File: config.mk
export PLATFORM = sky130hd
export DESIGN_NAME = accel_dispatcher
export DESIGN_NICKNAME = d
export VERILOG_FILES = /design/src/rtl/accel_dispatcher_pkg.sv /design/src/rtl/accel_dispatcher_arbiter.sv /design/src/rtl/accel_dispatcher.sv
export SDC_FILE = /design/constraint.sdc
export NUM_CORES = 1
export LEC_CHECK = 0
export CAP_MARGIN = 30
export CORE_AREA = 3 3 101 103
export DETAILED_ROUTE_END_ITERATION = 16
export DIE_AREA = 0 0 104 106
export PLACE_DENSITY = 0.8
export RECOVER_POWER = 50
export SYNTH_ARGS = -nofsm -noshare
export SYNTH_HDL_FRONTEND = slang
export SYNTH_SLANG_ARGS = --single-unit
File: constraint.sdc
create_clock -name clk -period 2.6 [get_ports clk]
set_input_delay 0.52 -clock clk [delete_from_list [all_inputs] [get_ports clk]]
set_output_delay 0.52 -clock clk [all_outputs]
set_load 0.005 [all_outputs]
File: src/rtl/accel_dispatcher_pkg.sv
// Shared definitions for the flow-table accelerator dispatcher: thread-state encodings and default sizes.
// No logic. ACC_LATENCY describes the attached accelerator and is used only by benches.
package accel_dispatcher_pkg;

  localparam int DEF_NUM_THREADS = 4;
  localparam int DEF_THREAD_BITS = 2;
  localparam int DEF_NUM_ACTIONS = 4;
  localparam int ACC_LATENCY     = 2;

  typedef enum logic [1:0] {
    ST_IDLE   = 2'd0,
    ST_ISSUED = 2'd1,
    ST_DONE   = 2'd2
  } thread_state_t;

endpackage

File: src/rtl/accel_dispatcher_arbiter.sv
// Picks one eligible thread. With DISPATCH_RR_EN: round-robin from ptr. Otherwise: lowest index wins.
// Latency: purely combinational. Backpressure: none; an empty eligible vector yields no grant.
module accel_dispatcher_arbiter
  import accel_dispatcher_pkg::*;
#(
  parameter int NUM_THREADS = DEF_NUM_THREADS,
  parameter int THREAD_BITS = DEF_THREAD_BITS
) (
  input  logic [NUM_THREADS-1:0] eligible,
`ifdef DISPATCH_RR_EN
  input  logic [THREAD_BITS-1:0] ptr,
`endif
  output logic [NUM_THREADS-1:0] grant,
  output logic                   grant_vld,
  output logic [THREAD_BITS-1:0] grant_id
);

`ifdef DISPATCH_RR_EN
  logic [THREAD_BITS-1:0] idx;

  always_comb begin
    grant     = '0;
    grant_vld = 1'b0;
    grant_id  = '0;
    idx       = '0;
    for (int i = 0; i < NUM_THREADS; i++) begin
      idx = THREAD_BITS'((int'(ptr) + i) % NUM_THREADS);
      if (!grant_vld && eligible[idx]) begin
        grant_vld  = 1'b1;
        grant[idx] = 1'b1;
        grant_id   = idx;
      end
    end
  end
`else
  always_comb begin
    grant     = '0;
    grant_vld = 1'b0;
    grant_id  = '0;
    for (int i = 0; i < NUM_THREADS; i++) begin
      if (!grant_vld && eligible[i]) begin
        grant_vld = 1'b1;
        grant[i]  = 1'b1;
        grant_id  = THREAD_BITS'(i);
      end
    end
  end
`endif

endmodule

File: src/rtl/accel_dispatcher.sv
// Arbitrates per-thread lookups onto the accelerator and routes results back (DISPATCH_RR_EN selects round-robin).
// Latency: issue registered 1 cycle after grant; result visible the cycle after acc_done.
// Backpressure: one outstanding lookup per thread; ft_busy stalls issue; results are held until resp_ack.
module accel_dispatcher
  import accel_dispatcher_pkg::*;
#(
  parameter int NUM_THREADS = DEF_NUM_THREADS,
  parameter int THREAD_BITS = DEF_THREAD_BITS,
  parameter int NUM_ACTIONS = DEF_NUM_ACTIONS
) (
  input  logic                               clk,
  input  logic                               reset,
  input  logic [NUM_THREADS-1:0]             req_valid,
  input  logic [NUM_THREADS*32-1:0]          req_ip,
  output logic [NUM_THREADS-1:0]             req_ack,
  output logic [NUM_THREADS-1:0]             resp_valid,
  output logic [NUM_THREADS*NUM_ACTIONS-1:0] resp_action,
  output logic [NUM_THREADS-1:0]             resp_match,
  input  logic [NUM_THREADS-1:0]             resp_ack,
  input  logic                               ft_busy,
  output logic                               acc_start,
  output logic [31:0]                        acc_ip,
  output logic [THREAD_BITS-1:0]             acc_thread_id,
  input  logic                               acc_done,
  input  logic [THREAD_BITS-1:0]             acc_thread_id_in,
  input  logic [NUM_ACTIONS-1:0]             acc_action,
  input  logic                               acc_match,
  output logic                               busy,
  output logic                               spurious_err
);

  thread_state_t          state [NUM_THREADS];
  logic [NUM_THREADS-1:0] eligible;
  logic [NUM_THREADS-1:0] done_hit;
  logic [NUM_THREADS-1:0] grant;
  logic                   grant_vld;
  logic [THREAD_BITS-1:0] grant_id;
`ifdef DISPATCH_RR_EN
  logic [THREAD_BITS-1:0] rr_ptr;
`endif

  always_comb begin
    eligible   = '0;
    done_hit   = '0;
    resp_valid = '0;
    busy       = 1'b0;
    for (int t = 0; t < NUM_THREADS; t++) begin
      eligible[t]   = req_valid[t] && (state[t] == ST_IDLE) && !ft_busy;
      done_hit[t]   = acc_done && (state[t] == ST_ISSUED) &&
                      (acc_thread_id_in == THREAD_BITS'(t));
      resp_valid[t] = (state[t] == ST_DONE);
      busy          = busy | (state[t] != ST_IDLE);
    end
  end

  accel_dispatcher_arbiter #(
    .NUM_THREADS (NUM_THREADS),
    .THREAD_BITS (THREAD_BITS)
  ) u_arb (
    .eligible  (eligible),
`ifdef DISPATCH_RR_EN
    .ptr       (rr_ptr),
`endif
    .grant     (grant),
    .grant_vld (grant_vld),
    .grant_id  (grant_id)
  );

  always_ff @(posedge clk) begin
    if (reset) begin
      for (int t = 0; t < NUM_THREADS; t++) state[t] <= ST_IDLE;
      req_ack       <= '0;
      acc_start     <= 1'b0;
      acc_ip        <= '0;
      acc_thread_id <= '0;
      resp_action   <= '0;
      resp_match    <= '0;
      spurious_err  <= 1'b0;
`ifdef DISPATCH_RR_EN
      rr_ptr        <= '0;
`endif
    end else begin
      acc_start <= grant_vld;
      req_ack   <= grant;
      if (grant_vld) begin
        acc_ip        <= req_ip[32*int'(grant_id) +: 32];
        acc_thread_id <= grant_id;
`ifdef DISPATCH_RR_EN
        rr_ptr        <= (int'(grant_id) == NUM_THREADS-1) ? '0 : grant_id + 1'b1;
`endif
      end
      // A completion that matches no ISSUED thread is dropped but remembered.
      if (acc_done && !(|done_hit)) spurious_err <= 1'b1;
      for (int t = 0; t < NUM_THREADS; t++) begin
        case (state[t])
          ST_IDLE:   if (grant[t]) state[t] <= ST_ISSUED;
          ST_ISSUED: if (done_hit[t]) begin
            state[t] <= ST_DONE;
            resp_action[t*NUM_ACTIONS +: NUM_ACTIONS] <= acc_action;
            resp_match[t] <= acc_match;
          end
          ST_DONE:   if (resp_ack[t]) state[t] <= ST_IDLE;
          default:   state[t] <= ST_IDLE;
        endcase
      end
    end
  end

endmodule
==> key figures <==
Cells and area
  • Final net count: 727
  • # diodes: 0
  • Layout fillers: 759
  • Most frequent cells in the layout: clkdlybuf4s50_1 (157), dfxtp_1 (60), dlygate4sd3_1 (54), nand2_1 (35), o21ai_0 (35)
  • Final instance area: about 6000 um^2
  • Non-Filler Instances: ~700
  • Final Util: 0.657
  • Commonest non-fill, non-tap cell in the layout: clkdlybuf4s50_1
  • Layout cells sized above 1: 0.126
  • Layout Area Growth over Synthesis: 71.7%

Setup path
  • Startpoint types: primary input
  • Worst EP arrival: 2.62 ns
  • Crit path kind: primary input to flip-flop
  • Slack of the worst reg-to-reg path: 0.38 ns
  • Critical Path RT: 2.87 ns
  • Crit end category: flip-flop
  • CP Max Fanout: 33

Yosys
  • Leading area contributor after synthesis: dfxtp_1
  • Yosys cell types: 40
  • Syn Inst Count: 359
  • Number of flops mapped to enable cells by yosys: 8
  • Largest family of logic cells by synthesized area: compound AO/OA/AOI/OAI gates
  • Area contributors post-synth: dfxtp_1 (34%), edfxtp_1 (6.8%), mux2i_1 (5.6%)
  • XOR/XNOR Fraction of Synth Area: 0
  • Most used DFF post-synth: dfxtp_1
  • Top-area cell type share of the netlist area: 0.338
  • Syn Area/Cell: 9.89 um^2
  • Yosys reg bits: 68
  • Synth warnings: 0
  • Async set-reset flop share out of synthesis: 0
  • Mapped Area: 3550 um^2
  • Post-Synth Simple-Gate Area: 0.209
  • Post-Syn Nets: 506
  • Synth Area in Compound Gates: 0.271
  • Sequential area share after synthesis: 0.406
  • Adder-cell share of the synthesized area: 0
  • Multiplexer share of the synthesized area: 0.0564

Floorplanning
  • # IOs: 212
  • Die span in y: 106 um
  • Starting Density: 0.382
  • CORE AREA: 9280 um^2
  • Die width: 104 um
  • Row cnt: 35
  • Die area: around 11000 um^2

STA
  • Tightest Pin Transition: 0.799 ns
  • Slew Limit Fails: 0
  • Period Utilization, post-route: 0.904
  • Max Fclk: 425 MHz
  • Final Critical Period: 2.35 ns
  • Slew headroom: 0.460
  • RSZ-0062 raised after global routing: no
  • Hold Fails Final Rpt: 0
  • Final Setup Violations: 0
  • Worst Setup Slack, final: 0.248 ns
  • Layout Skew: roughly 0.0083 ns

Drt
  • Vias: 3820
  • Drt drc: 0
  • First DRT Iteration DRCs: 144
  • First-pass detailed-route iteration total: 4
  • Remaining antenna violation count: 0
  • WL final: 13100 um
  • DR WL/cell: 18.4 um
  • Vias per cell: 5.35

Clock network
  • Post-CTS setup buffer count: 0
  • Max H-tree Level: 3
  • CTS resizes: 0
  • CTS tree: yes
  • Clock latency on the worst-skew pair: 0.35 ns
  • CTS root buffer: clkbuf_8
  • Total CTS buffers: 9
  • Cts hold-fix bufs: 0
  • Max Root-Sink Buffers: 2
  • CTS sink cnt: between 60 and 70
  • Clock-pin transition on the worst setup and hold timing paths: about 0.070 ns

Power and ir drop
  • Sequential Power Share: 0.423
  • Comb pwr share: 0.278
  • Max VDD drop: between 0.2 and 0.3 mV
  • Power Dens Cells: 472 nW/um^2
  • Power consumption: 2.88 mW
  • Switch share: 0.280
  • Clock share of power: 0.299
  • Leak Pwr: 2.33 nW
  • Switching power: slightly above 0.8 mW
  • Internal power: just over 2 mW

GRT
  • GRT Util Overall: 0.234
  • Total gr overflow: 0
  • Initial antenna violation count: 0
  • First-pass GRT wire length: 20900 um
  • Largest net degree at the start of global routing: 34
  • Vias in the first global route: between 3000 and 4000

Place
  • Routability congestion estimate from global placement: around 0.8
  • Setup Slack @ Placement: -0.0896 ns
  • HPWL Detailed: just under 10000 um
  • Placed Area: 5950 um^2
  • Buffers on Ports: 211
  • Placed insts: ~700

Run
  • Max-Cap Viols: 0

Run status
  • Status: completed

Min path
  • Hold WC Path Type: flip-flop to flip-flop
[cells by family after synthesis]
| kind of cell | Yosys count |
|---|---|
| buffers and inverters | 33 |
| multiplexers | 20 |
| AO/OA/AOI/OAI | 106 |
| AND/OR/NAND/NOR | 132 |
| flip-flops | 68 |
[worst max-delay path, stage by stage]
cell and delay (ns):
clkdlybuf4s50_1 0.45, or4b_1 0.67, buf_4 0.22, a41oi_4 0.19
buf_12 0.24, o221ai_1 0.16, o2bb2ai_1 0.16
[power by group through the flow]
stage          clock network (mW)  logic [mW]  registers (mW)
2_1_floorplan                   0       0.312            1.23
3_3_place_gp                    0       0.818            1.24
3_5_place_dp                    0       0.829            1.24
4_1_cts                     0.882       0.834            1.22
5_1_grt                     0.913       0.858            1.23
6_report                    0.861       0.800            1.22
[registers in the layout (all words and copies together), names as in the netlist]
register / flops
resp_action: 16
resp_match: 4
acc_ip: 32
spurious_err: 1
state: 8
req_ack: 4
acc_start: 1
acc_thread_id: 2
[cell type report]
cell class	count	area, um^2	share of cell area
repair buffers	242	2390	0.393
clock inverters	7	65.1	0.0107
multi-input cells	258	1910	0.313
well taps	129	161	0.0265
clock buffers	9	124	0.0203
flip-flops and latches	68	1440	0.236
inverters	1	3.75	0.000616
[synth_stat cells, types with 2 or more instances]
cell	count
mux2i_1	20
nor2b_1	5
and3_1	31
nor2_1	27
o21a_1	2
o221ai_1	18
or4_1	2
clkbuf_1	17
o21ai_0	35
nor4_1	5
dfxtp_1	60
or4b_4	3
edfxtp_1	8
buf_2	4
or4b_1	2
o221ai_2	13
o2bb2ai_1	21
nor3_1	11
buf_6	8
a21oi_1	2
o2bb2ai_2	10
nor4b_2	2
nand2b_1	2
nand2_1	35
[worst paths after layout]
kind	endpoint	cells past startpoint	start
hold reg to reg	spurious_err	2	spurious_err
setup / recovery	acc_ip[5]	7	ft_busy
hold / removal	spurious_err	2	spurious_err
setup reg to reg	acc_ip[5]	6	state[0][1]
[layer usage]
| layer | share of wire | track usage |
|---|---|---|
| met1 | 0.40 | 0.275 |
| met5 | 0 | 0 |
| met4 | 0.021 | 0.0817 |
| met3 | 0.087 | 0.0729 |
| met2 | 0.49 | 0.402 |
[stage by stage]
stage	hold slack (ns)	setup TNS, ns
after global placement	0.433	0
after detailed placement	0.447	-0.668
after floorplan	0.442	0
after CTS	0.458	0
after global routing	0.478	0
final	0.451	0
Note: power is estimated with default switching activity, not from simulation.
